**src/rtl/ms_slave_port_arbiter.sv**
```systemverilog
// Two-input round-robin arbiter onto one master-slave output port.
// Ports: clk, rst (sync, active-high); s_in/s_in_sync and s_in2/s_in2_sync
// are the two sources; s_out/s_out_notify/s_out_src are the shared output;
// drop_cnt is a saturating count of samples overwritten before emission.
module ms_slave_port_arbiter #(
    parameter int DATA_W     = 32,
    parameter int GAP_CYCLES = 1,
    parameter int DROP_W     = 16
) (
    input  logic              clk,
    input  logic              rst,
    input  logic [DATA_W-1:0] s_in,
    input  logic              s_in_sync,
    input  logic [DATA_W-1:0] s_in2,
    input  logic              s_in2_sync,
    output logic [DATA_W-1:0] s_out,
    output logic              s_out_notify,
    output logic              s_out_src,
    output logic [DROP_W-1:0] drop_cnt
);

    typedef enum logic {SELECT, GAP} state_t;

    localparam logic [3:0] GAP_LOAD =
        4'(GAP_CYCLES > 0 ? GAP_CYCLES - 1 : 0);

    state_t            state;
    logic [3:0]        gap_cnt;
    logic [DATA_W-1:0] hold_a;
    logic [DATA_W-1:0] hold_b;
    logic              pend_a;
    logic              pend_b;
    logic              last_src;

    logic              grant_a;
    logic              grant_b;
    logic              drop_a;
    logic              drop_b;
    logic [1:0]        drops;
    logic [DROP_W:0]   drop_sum;
    logic [DROP_W-1:0] drop_next;

    always_comb begin
        grant_a = 1'b0;
        grant_b = 1'b0;
        if (state == SELECT) begin
            // On a tie, the source that was not granted last wins.
            if (pend_a && (!pend_b || last_src)) begin
                grant_a = 1'b1;
            end else if (pend_b) begin
                grant_b = 1'b1;
            end
        end
        // A sync landing on a source being granted is a fresh capture,
        // not an overwrite: the held value leaves through the grant.
        drop_a    = s_in_sync & pend_a & ~grant_a;
        drop_b    = s_in2_sync & pend_b & ~grant_b;
        drops     = {1'b0, drop_a} + {1'b0, drop_b};
        drop_sum  = {1'b0, drop_cnt} + (DROP_W+1)'(drops);
        drop_next = drop_sum[DROP_W] ? '1 : drop_sum[DROP_W-1:0];
    end

    always_ff @(posedge clk) begin
        if (rst) begin
            s_out        <= '0;
            s_out_notify <= 1'b0;
            s_out_src    <= 1'b0;
            drop_cnt     <= '0;
            hold_a       <= '0;
            hold_b       <= '0;
            pend_a       <= 1'b0;
            pend_b       <= 1'b0;
            last_src     <= 1'b1;
            state        <= SELECT;
            gap_cnt      <= 4'd0;
        end else begin
            s_out_notify <= grant_a | grant_b;
            if (grant_a) begin
                s_out     <= hold_a;
                s_out_src <= 1'b0;
                last_src  <= 1'b0;
            end else if (grant_b) begin
                s_out     <= hold_b;
                s_out_src <= 1'b1;
                last_src  <= 1'b1;
            end

            if (s_in_sync) begin
                hold_a <= s_in;
                pend_a <= 1'b1;
            end else if (grant_a) begin
                pend_a <= 1'b0;
            end

            if (s_in2_sync) begin
                hold_b <= s_in2;
                pend_b <= 1'b1;
            end else if (grant_b) begin
                pend_b <= 1'b0;
            end

            drop_cnt <= drop_next;

            unique case (state)
                SELECT: begin
                    if ((grant_a || grant_b) && GAP_CYCLES > 0) begin
                        state   <= GAP;
                        gap_cnt <= GAP_LOAD;
                    end
                end
                GAP: begin
                    if (gap_cnt == 4'd0) begin
                        state <= SELECT;
                    end else begin
                        gap_cnt <= gap_cnt - 4'd1;
                    end
                end
            endcase
        end
    end

endmodule

```
**config.mk**
```make
export PLATFORM = sky130hd
export DESIGN_NAME = ms_slave_port_arbiter
export DESIGN_NICKNAME = d
export VERILOG_FILES = /design/src/rtl/ms_slave_port_arbiter.sv
export SDC_FILE = /design/constraint.sdc
export NUM_CORES = 1
export LEC_CHECK = 0
export ABC_CLOCK_PERIOD_IN_PS = 4300
export BUFFER_PORTS_ARGS = -buffer_cell sky130_fd_sc_hd__buf_4
export CORE_MARGIN = 3
export CORE_UTILIZATION = 55
export CTS_CLUSTER_SIZE = 16
export DETAILED_ROUTE_END_ITERATION = 8
export GPL_TIMING_DRIVEN = 0
export PLACE_DENSITY = 0.82
export SLEW_MARGIN = 15
export SYNTH_ARGS = -nofsm -noshare
export SYNTH_HDL_FRONTEND = slang
export SYNTH_SLANG_ARGS = --single-unit
```
**constraint.sdc**
```tcl
create_clock -name clk -period 4.3 [get_ports clk]
set_input_delay 0.215 -clock clk [delete_from_list [all_inputs] [get_ports clk]]
set_output_delay 0.215 -clock clk [all_outputs]
set_load 0.01 [all_outputs]
```
== Word level (Yosys, flattened, before mapping) ==
Cells that the tools add are included.

* Logic and storage cells: 54
* Register bits: 122
* ROM bits: 0
* Bits in latches: 0
* RAM bits: 0
* Bits of input ports: 68
* Output and inout bits: 50
* Memories: 0

* Reductions and logical operators: 10
* $lt $le $gt $ge: 0
* Equal/unequal tests: 2
* $add $sub $neg: 3
* Multiply operators: 0
* Mux-type cells: 20
* Div/mod/pow operators: 0
* Bitwise logic cells: 8
* Shift-type cells: 0

{| class="wikitable"
|+ Operator list
! operator !! number
|-
| $mux 32 || 2
|-
| $add 16x2->17 || 1
|-
| $mux 16 || 1
|-
| $mux 1 || 13
|-
| $mux 4 || 2
|-
| $pmux 4 s2 || 1
|-
| $reduce_bool 2->1 || 3
|-
| $and 1x1->1 || 4
|-
| $logic_not 4->1 || 1
|-
| $sub 4x1->4 const B || 1
|-
| $not 1->1 || 3
|-
| $add 1x1->2 || 1
|-
| $logic_or 1x1->1 || 2
|-
| $ne 2x1->1 const B || 1
|-
| $ne 2x2->1 const B || 1
|-
| $pmux 1 s2 || 1
|-
| $reduce_and 2->1 || 1
|-
| $reduce_or 2->1 || 1
|-
| $logic_and 1x1->1 || 1
|-
| $logic_not 1->1 || 1
|-
| $or 1x1->1 || 1
|}

== Longest topological paths before layout ==
Gate-level depths: netlist (run 1).

* Depth in word-level cells: 10
* Gate-level depth with buffers: 13
* Gate-level depth less buffers: 10

== Least setup slack after synthesis (run 1) ==
Ideal clock, no wire load.

* Kind: register to register
* From: register state
* To: register drop_cnt[10]
* Setup slack: 1.633 ns
* Period minus slack after synthesis: 2.667 ns
* Cell stages (with the launch flop): 13
* Buffers on the path: 3
* Data required time: 4.230 ns
* Arrival time: 2.597 ns
* Setup time: 0.070 ns
* Path through: dfxtp_1 nand3b_1 buf_2 buf_2 nand3_1 fa_1 inv_1 ha_1 nand3_1 nor4_4 nand4_4 buf_6 a21oi_2

* Longest elaborated chain between the ends: 6
* Elaborated cells on any way between the ends: 9
* Those cells by class: add/sub (2); mux (3); bitwise (4)

{| class="wikitable"
|+ Ends and longest elaborated chain
! element !! RTL line !! RTL
|-
| from (decl) || 27 || <nowiki>state_t state;</nowiki>
|-
| from (signal assigned) || 74 || <nowiki>state <= SELECT;</nowiki>
|-
| from (signal assigned) || 107 || <nowiki>state <= GAP;</nowiki>
|-
| from (signal assigned) || 113 || <nowiki>state <= SELECT;</nowiki>
|-
| $mux 1 || 46 || <nowiki>if (state == SELECT) begin</nowiki>
|-
| $not 1->1 (on tied branches) || 56, 57 ||
|-
| $and 1x1->1 (on tied branches) || 56, 57 ||
|-
| $add 1x1->2 * || 58 || <nowiki>drops = {1'b0, drop_a} + {1'b0, drop_b};</nowiki>
|-
| $add 16x2->17 * || 59 || <nowiki>drop_sum = {1'b0, drop_cnt} + (DROP_W+1)'(drops);</nowiki>
|-
| $mux 16 * || 60 || <nowiki>drop_next = drop_sum[DROP_W] ? '1 : drop_sum[DROP_W-1:0];</nowiki>
|-
| to (signal assigned) || 102 || <nowiki>drop_cnt <= drop_next;</nowiki>
|-
| to (decl) || 19 || <nowiki>output logic [DROP_W-1:0] drop_cnt</nowiki>
|}

Every way passes the cells marked *; elsewhere a longest branch is shown, timed or not.
A chain may end at the register's enable or synchronous reset.

== Worst setup path after layout (run 1) ==
* From: register state
* To: register drop_cnt[4]

Same word-level chain as after synthesis.

==> flow_summary.json, run 1 <==
{
  "stdcell_area_mm2": 0.00711,
  "fp.dieH_um": 100,
  "first_iter_violations": 236,
  "critPathCaptureType": "flop",
  "max_slew.worst_pin.slew_ns": 0.675,
  "skew_ns": 0.00943,
  "ys_ff_latch": 122,
  "firstDrtPassIters": 5,
  "violations": "hold timing",
  "synth_cell_types": 39,
  "cts_root_buffer": "clkbuf_8",
  "synth-main-ff-cell": "dfxtp_1",
  "io_pins": 118,
  "grt_pass1_wl_mm": 23.8,
  "holdCritStartpoint": "s_in2[0]",
  "htree_levels": 4,
  "synth_edf_count": 0,
  "cts_buffers": 17,
  "critPathTopFamily": "simple AND/OR/NAND/NOR gates",
  "routedWlPerCell_um": 19.2,
  "slew_headroom": 0.550,
  "path_clk_slew_ns": 0.06,
  "detail-route-antenna-nets": 0,
  "ctsLongestPathBuffers": 2,
  "areaGrowthSynthToFinish_pct": 45.8,
  "worstPathArrival_ns": 3.78,
  "dp_hpwl_mm": 8.40,
  "portBuffers": 114,
  "core.rowCount": 33,
  "gp_congestion": 0.770,
  "cts_setup_buffers": 0,
  "rsz0062_at_grt": "no",
  "post_cts_resized": 0,
  "setup_viol": 0,
  "synthArstFlopShare": 0,
  "routed_wl_mm": 15.2,
  "vias": 4492,
  "power_frac_comb": 0.127,
  "drv_cap": 0,
  "rr_startpoint": "state",
  "dieArea_mm2": 0.0100,
  "final_net_count": 747,
  "drc": 0,
  "fin_crit_ns": 3.35,
  "tns_ns": 0,
  "postSynthNetCount": 553,
  "p_seq_frac": 0.396,
  "period_share": 0.780,
  "path_max_fanout": 10,
  "hold_buffers": 61,
  "worstSetupStartpointType": "flop",
  "cpPeakStageDelay_ns": 0.48,
  "drive_gt1_frac": 0.260,
  "grt_usage": 0.305,
  "yosys_warnings": 0,
  "avgViaCountPerCell": 5.65,
  "crit_slowest_cell": "dfxtp_1",
  "grt_pass1_vias": 4777,
  "grt_max_degree": 17,
  "clock_sinks": 122,
  "fp.dieW_um": 100,
  "hold_viol_final": 2,
  "grt-ovfl-total": 0,
  "cp.buffers_inverters": 4,
  "swShare": 0.247,
  "initial_core_util": 0.579,
  "irDropWorstVdd_uv": 332,
  "syn_area_mm2": 0.00487,
  "p_sw_uw": 782,
  "fmax_ghz": 0.298,
  "p_leak_uw": 0.00314,
  "pwr-share-clk": 0.478,
  "slew_violations": 0,
  "avgSynthCellArea_um2": 10.1,
  "cp_data_required_time_ns": 4.73,
  "place_area_mm2": 0.00586,
  "netlist_instances": 482,
  "antenna_found_initial": 1,
  "clock_latency_ns": 0.51,
  "ys_seq_area_frac": 0.501,
  "min_path_type": "input port to flop",
  "p_per_area_mw_per_mm2": 445,
  "core_mm2": 0.00842,
  "path_cells": "nand3b_1 > buf_2 > buf_2 > nand3_1 > fa_1 > inv_1 > ha_1 > nand3_1 > nor4_4 > nand4_4 > buf_6 > a21oi_2",
  "worstSetupStartpoint": "state",
  "internal_power_uw": 2380,
  "worst-setup-path-type": "flop to flop",
  "p_total_uw": 3160,
  "status": "complete, but fails checks",
  "cts_tree": "done",
  "holdWs_ns": -0.00540
}
[stage by stage]
| step | cells | util | setup slack [ns] | hold WS [ns] |
|---|---|---|---|---|
| 3_5_place_dp | 701 | 0.696 | 1.10 | 0.459 |
| 6_report | 795 | 0.844 | 0.948 | -0.00540 |
| 2_1_floorplan | 482 | - | 1.63 | 0.362 |
| 4_1_cts | 794 | 0.843 | 1.02 | 0.00639 |
| 3_3_place_gp | 701 | 0.696 | 1.18 | 0.448 |
| 5_1_grt | 795 | 0.844 | 0.740 | 0.0188 |
[worst register-to-register path, cell delays in order (launching register included)]
cell and delay, ns:
dfxtp_1 0.48, nand3b_1 0.25, buf_2 0.27, buf_2 0.29, nand3_1 0.15, fa_1 0.43, inv_1 0.09, ha_1 0.21
nand3_1 0.22, nor4_4 0.35, nand4_4 0.18, buf_6 0.20, a21oi_2 0.16
[layout by cell type (no fill, tap or decap), types with 2 or more instances in the layout]
cell             n
buf_1            2
o21ai_0          5
dfxtp_1        122
nor3_1           7
clkbuf_1        19
clkbuf_8         3
inv_1            8
clkinvlp_4       6
xnor2_1          9
clkbuf_16       16
nand3_1          7
ha_1             2
nor4_1           2
mux2i_1         97
nor2_1         105
nand2b_1         4
dlygate4sd3_1   61
buf_2            9
buf_4          117
a211oi_1        33
a21oi_1         11
bufinv_16        4
nand4_4          2
nor2b_1          3
inv_6            2
nand2_1          4
a21oi_2         10
[synth_stat cells (4+ instances only)]
library cell / n / area [um^2]
a21oi_1: 11 / 55.1
nand2_1: 4 / 15.0
nor2_1: 105 / 394
o21ai_0: 5 / 25.0
nand3_1: 7 / 35.0
xnor2_1: 9 / 78.8
a211oi_1: 33 / 248
mux2i_1: 97 / 971
dfxtp_1: 122 / 2440
clkbuf_1: 19 / 71.3
nand2b_1: 4 / 25.0
buf_2: 9 / 45.0
a21oi_2: 10 / 87.6
nor3_1: 7 / 35.0
inv_1: 8 / 30.0
[sequential cells by signal, indices dropped and copies added (netlist names)]
| signal | flops |
|---|---|
| pend_a | 1 |
| s_out | 32 |
| drop_cnt | 16 |
| hold_a | 32 |
| last_src | 1 |
| state | 1 |
| gap_cnt | 4 |
| s_out_src | 1 |
| hold_b | 32 |
| s_out_notify | 1 |
| pend_b | 1 |
[worst paths after layout]
check / slack (ns) / endpoint / depth (start not counted)
min: -0.005 / hold_b[0] / 3
max: 0.95 / drop_cnt[4] / 12
max reg2reg: 0.95 / drop_cnt[4] / 12
min reg2reg: 0.48 / gap_cnt[3] / 1
[layer usage]
metal / track usage / vias to the layer above / wire length (um)
li1: - / 2064 / -
met1: 0.332 / 2151 / 5740
met2: 0.539 / 214 / 7910
met3: 0.0702 / 63 / 869
met4: 0.174 / 0 / 726
met5: 0 / - / 0
[cell type report]
type                       instances  area (um^2)
inverter                           8         30.0
fill                             444         1320
clock buffer                      19          442
sequential                       122         2440
timing repair buffer             175         1470
tap                              105          131
buffer                            34          158
clock inverter                    13          191
antenna                            1         2.50
multi-input combinational        318         2240
[cells by family (layout without fill, tap and decap cells)]
logic type / Yosys count / count (layout) / synth area share
DFF: 122 / 122 / 0.501
other: 0 / 1 / 0
buffers and inverters: 42 / 249 / 0.0385
AOI/OAI and AO/OA: 62 / 62 / 0.0906
muxes: 97 / 97 / 0.199
adders and majority gates: 3 / 3 / 0.00924
and+or+nand+nor: 146 / 146 / 0.143
xor gates and xnor gates: 10 / 10 / 0.0180
[power groups by stage]
stage / clock, uW / sequential [uW] / combinational, uW
floorplan: 0 / 1270 / 173
global placement: 0 / 1260 / 322
detailed placement: 0 / 1270 / 331
CTS: 1510 / 1250 / 384
global route: 1560 / 1260 / 424
finish: 1510 / 1250 / 400
No activity file was read; power rests on OpenSTA's default activity.
==> inputs of run 2 (changes only) <==
ABC_CLOCK_PERIOD_IN_PS = 2900   (was 4300)
CORE_UTILIZATION = 48   (was 55)
PLACE_DENSITY = 0.76   (was 0.82)
clock period = 2.9 ns   (was 4.3 ns; I/O delays follow)
==> run 2 against run 1 <==
The flow now finishes without violations. Non-clock buffer count increased by 4. Global-route usage fell by 5.2 points. Sequential share of layout area fell by 0.53 points. Wire length decreased by 8.1%. Cell count increased by 4.0%. Critical path type unchanged.
==> flow_summary.json, run 2 (synthesized netlist as in run 1, its figures left out) <==
{
  "final_common_cell": "dfxtp_1",
  "initial_core_util": 0.496,
  "grt_pass1_vias": 4592,
  "detail-route-antenna-nets": 0,
  "worst_r2r_path_depth": 12,
  "path_clk_slew_ns": 0.06,
  "avgViaCountPerCell": 5.25,
  "slew_headroom": 0.577,
  "critPathCaptureType": "flop",
  "largestRegisters": "hold_a: 32 flops, hold_b: 32 flops, s_out: 32 flops",
  "rr_startpoint": "last_src",
  "fp.dieH_um": 107,
  "cts_tree": "done",
  "vias": 4342,
  "dp_hpwl_mm": 8.32,
  "cts_buffers": 17,
  "routedWlPerCell_um": 16.9,
  "path_max_fanout": 19,
  "clock_sinks": 122,
  "cts_root_buffer": "clkbuf_8",
  "grt_pass1_wl_mm": 22.6,
  "dieArea_mm2": 0.0114,
  "drv_cap": 0,
  "reg2reg_to": "drop_cnt[3]",
  "first_iter_violations": 170,
  "status": "complete, no violations",
  "hold_viol_final": 0,
  "irDropWorstVdd_uv": 486,
  "setup_viol": 0,
  "fin_crit_ns": 2.70,
  "final_cell_mix": "dfxtp_1 (121), buf_4 (119), nor2_1 (105), mux2i_1 (97), dlygate4sd3_1 (64)",
  "cp_data_required_time_ns": 3.34,
  "clock_latency_ns": 0.52,
  "firstDrtPassIters": 4,
  "antenna_found_initial": 0,
  "worstSetupStartpointType": "flop",
  "period_share": 0.930,
  "min_path_type": "input port to flop",
  "worstPathArrival_ns": 3.14,
  "fp.dieW_um": 107,
  "slew_violations": 0,
  "portBuffers": 114,
  "areaGrowthSynthToFinish_pct": 48.2,
  "p_per_area_mw_per_mm2": 660,
  "core.rowCount": 36,
  "ctsLongestPathBuffers": 2,
  "drive_gt1_frac": 0.263,
  "stdcell_area_mm2": 0.00722,
  "worst-setup-path-type": "flop to flop",
  "place_area_mm2": 0.00590,
  "gp_congestion": 0.806,
  "p_total_uw": 4770,
  "grt_usage": 0.252,
  "final_net_count": 751,
  "grt_max_degree": 20,
  "grt-ovfl-total": 0,
  "endpoint": "drop_cnt[3]",
  "p_leak_uw": 0.00319,
  "fmax_ghz": 0.371,
  "max_slew.worst_pin.slew_ns": 0.634,
  "drc": 0,
  "routed_wl_mm": 14.0,
  "skew_ns": 0.00641,
  "regToRegSetupSlack_ns": 0.20,
  "io_pins": 118,
  "core_mm2": 0.00982,
  "htree_levels": 4,
  "worstSetupStartpoint": "last_src"
}
-- run 2: cell count changes in the layout (fill, tap and decap cells not counted), moves of 2 or more --
cell,previous run,this run
clkinvlp_4,6,1
clkinv_4,1,4
dlygate4sd3_1,61,64
buf_2,9,7
buf_4,117,119
-- run 2: final cells by class --
cell class,count,area [um^2]
Fill cell,724,2600
Tap cell,133,166
Timing Repair Buffer,180,1510
Clock inverter,13,215
Clock buffer,19,442
Inverter,8,30.0
Buffer,33,163
Antenna cell,1,2.50
Sequential cell,122,2440
Multi-Input combinational cell,318,2250
-- run 2: worst min path at each step --
| stage | from | to | slack [ns] | cells past startpoint |
|---|---|---|---|---|
| 6_report | s_in_sync | hold_a[1] | 0.13 | 3 |
| 5_1_grt | s_in_sync | hold_a[1] | 0.15 | 3 |
| 4_1_cts | s_in_sync | hold_a[31] | 0.08 | 3 |
| 3_5_place_dp | s_in2[27] | hold_b[27] | 0.39 | 3 |
| 3_3_place_gp | s_in2[26] | hold_b[26] | 0.38 | 3 |
| 2_1_floorplan | s_in2[0] | hold_b[0] | 0.29 | 2 |
-- run 2: per-stage QoR --
step | hold WS [ns] | cells | setup WS, ns | utilization | TNS (ns)
final | 0.126 | 827 | 0.204 | 0.735 | 0
after floorplan | 0.292 | 482 | 0.233 | - | 0
after global placement | 0.379 | 729 | -0.223 | 0.600 | -2.66
after global routing | 0.150 | 826 | -0.00176 | 0.735 | -0.00208
after detailed placement | 0.385 | 729 | -0.287 | 0.600 | -3.45
after CTS | 0.0834 | 825 | 0.0475 | 0.734 | 0
-- run 2: what timing repair did --
action	CTS	global route
hold buffers	64	0
hold endpoints to repair	64	0
pin swaps	1	1
buffers inserted	1	1
setup endpoints to repair	16	13
gates resized for setup	4	1
-- run 2: critical path, stage by stage (launching register included) --
cell and delay (ns):
dfxtp_1 0.32, nand2b_1 0.14, nand3b_1 0.13, buf_8 0.19, nand3_1 0.12, fa_1 0.43, inv_1 0.09, ha_1 0.22
nand3_2 0.16, nor4_4 0.30, nand4_4 0.18, buf_6 0.20, a21oi_2 0.13
-- run 2: where the power goes --
part / total (uW) / leakage [uW] / switching, uW / internal, uW
logic: 580 / 0.00187 / 277 / 303
clock network: 2330 / 0.000319 / 797 / 1540
registers: 1850 / 0.00100 / 67.0 / 1780
-- run 2: per-layer routing --
layer,global-route usage,part of all wire
met1,0.282,0.40
met4,0.121,0.037
met3,0.0644,0.050
met2,0.446,0.51
met5,0,0
==> inputs of run 3 (changes only) <==
CELL_PAD_IN_SITES_DETAIL_PLACEMENT = 1   (was unset)
CELL_PAD_IN_SITES_GLOBAL_PLACEMENT = 1   (was unset)
CORE_UTILIZATION = 36   (was 48)
PLACE_DENSITY = unset   (was 0.76)
PLACE_DENSITY_LB_ADDON = 0.1   (was unset)
==> run 3 against run 2 <==
Clock power fell by 5%. First-iteration DRC count fell by 24%. Die area rose by 31%. Cell count rose by 4.8%. Worst setup slack improved by 0.13 ns. Non-clock buffer count rose by 1. Clock-buffer cell count rose by 6. Flip-flop and latch count did not move. Utilization fell by 17 points. Cell area rose by 0.35%. Highest routed layer unchanged.
==> flow_summary.json, run 3 (synthesized netlist as in run 1, its figures left out) <==
{
  "status": "complete, no violations",
  "hold_viol_final": 0,
  "detail-route-antenna-nets": 0,
  "drive_gt1_frac": 0.267,
  "multi_input_area_mm2": 0.00225,
  "gp_congestion": 0.753,
  "final_cell_mix": "buf_4 (123), dfxtp_1 (121), nor2_1 (105), mux2i_1 (97), dlygate4sd3_1 (61)",
  "largestRegisters": "hold_a: 32 flops, hold_b: 32 flops, s_out: 32 flops",
  "holdPathStages": 3,
  "fp.dieW_um": 122,
  "critPathCaptureType": "flop",
  "final_net_count": 752,
  "drv_cap": 0,
  "firstDrtPassIters": 4,
  "grt_pass1_vias": 4601,
  "clock_sinks": 122,
  "clock_latency_ns": 0.41,
  "setup_viol": 0,
  "dieArea_mm2": 0.0150,
  "dp_hpwl_mm": 9.46,
  "ctsLongestPathBuffers": 2,
  "p_leak_uw": 0.00319,
  "worst-setup-path-type": "flop to flop",
  "slew_headroom": 0.552,
  "drc": 0,
  "layout_setup_ws_ns": 0.335,
  "regToRegSetupSlack_ns": 0.34,
  "pwr-share-clk": 0.476,
  "p_sw_uw": 1060,
  "areaGrowthSynthToFinish_pct": 48.7,
  "vias": 4223,
  "grt_usage": 0.203,
  "cts_buffers": 17,
  "grt_pass1_wl_mm": 23.5,
  "core.rowCount": 41,
  "worstPathArrival_ns": 2.84,
  "pre_cts_slack_ns": -0.378,
  "worst_r2r_path_depth": 12,
  "routedWlPerCell_um": 16.7,
  "path_clk_slew_ns": 0.05,
  "max_slew.worst_pin.slew_ns": 0.673,
  "final_cells": 867,
  "avgViaCountPerCell": 4.87,
  "antenna_found_initial": 1,
  "period_share": 0.884,
  "final_common_cell": "buf_4",
  "first_iter_violations": 129,
  "grt-ovfl-total": 0,
  "regArea_mm2": 0.00244,
  "holdCritStartpoint": "s_in[21]",
  "path_cells": "nand2b_1 > nand3b_1 > buf_12 > nand3_1 > fa_1 > inv_1 > ha_2 > nand3_2 > nor4_4 > buf_4 > and4b_2 > nor3_1",
  "p_seq_frac": 0.399,
  "place_inst": 768,
  "cpPeakStageDelay_ns": 0.42,
  "skew_ns": 0.00800,
  "final_util": 0.561,
  "io_pins": 118,
  "swShare": 0.229,
  "fmax_ghz": 0.390,
  "min_path_type": "input port to flop",
  "internal_power_uw": 3580,
  "cts_root_buffer": "clkbuf_16",
  "crit_slowest_cell": "fa_1",
  "grt_max_degree": 20,
  "rsz0062_at_grt": "no",
  "n_fill_cell": 1445,
  "core_mm2": 0.0129,
  "cp_data_required_time_ns": 3.18,
  "min_to": "hold_a[21]",
  "cts_tree": "done",
  "portBuffers": 114,
  "routed_wl_mm": 14.5,
  "power_frac_comb": 0.126,
  "reg2reg_to": "drop_cnt[14]",
  "fp.dieH_um": 122,
  "initial_core_util": 0.377,
  "htree_levels": 4,
  "worstSetupStartpointType": "flop",
  "fin_crit_ns": 2.56,
  "irDropWorstVdd_uv": 321,
  "rr_startpoint": "last_src",
  "slew_violations": 0,
  "p_per_area_mw_per_mm2": 640,
  "path_max_fanout": 7
}
run 3: area by class of cell:
cell class	count	share of cell area
antenna	1	0.000345
buffer	33	0.0231
clock buffer	25	0.0711
clock inverter	7	0.0152
inverter	8	0.00414
multi-input combinational	318	0.311
sequential	122	0.337
tap	172	0.0297
timing repair buffer	181	0.209
run 3: worst max-delay path: cells and delay by family, from the launching register on:
family | cells | cell delay, ns
and+or+nand+nor | 7 | 1.07
DFF | 1 | 0.32
buffers and inverters | 3 | 0.41
adders and majority gates | 2 | 0.63
run 3: how the worst max path moves through the flow:
stage                         from           end  cells past startpoint
final                     last_src  drop_cnt[14]                     12
after global routing        pend_b  drop_cnt[14]                     12
after CTS                    state  drop_cnt[14]                     11
after detailed placement     state   drop_cnt[9]                     12
after global placement       state  drop_cnt[13]                     12
after floorplan              state  drop_cnt[10]                     12
run 3: power by group through the flow:
stage	Clock, uW	Sequential [uW]	Combinational (uW)
2_1_floorplan	0	1890	257
3_3_place_gp	0	1880	490
3_5_place_dp	0	1880	502
4_1_cts	2240	1850	576
5_1_grt	2330	1860	643
6_report	2210	1850	583
run 3: metal layers:
layer | GRT usage | vias to the layer above | wire length (um)
met1 | 0.247 | 2041 | 6330
met5 | 0 | - | 0
met2 | 0.350 | 86 | 7370
met3 | 0.0498 | 20 | 553
met4 | 0.0700 | 0 | 251
li1 | - | 2076 | -
run 3: metrics by stage:
step                      instance area (um^2)  setup TNS, ns  hold WS (ns)  power, uW
after detailed placement                  5940          -4.98         0.388       2380
after global routing                      7250              0       0.00173       4830
final                                     7250              0        0.0105       4640
after global placement                    5940          -4.18         0.379       2370
after floorplan                           4870              0         0.292       2150
after CTS                                 7200              0      0.000919       4670
run 3: what timing repair did:
item / CTS / global route
endpoints found under the setup margin: 16 / 16
endpoints found under the hold margin: 61 / 0
pin swaps: 1 / 1
gates resized for setup: 3 / 4
hold buffers: 61 / 0
buffers inserted: 2 / 4
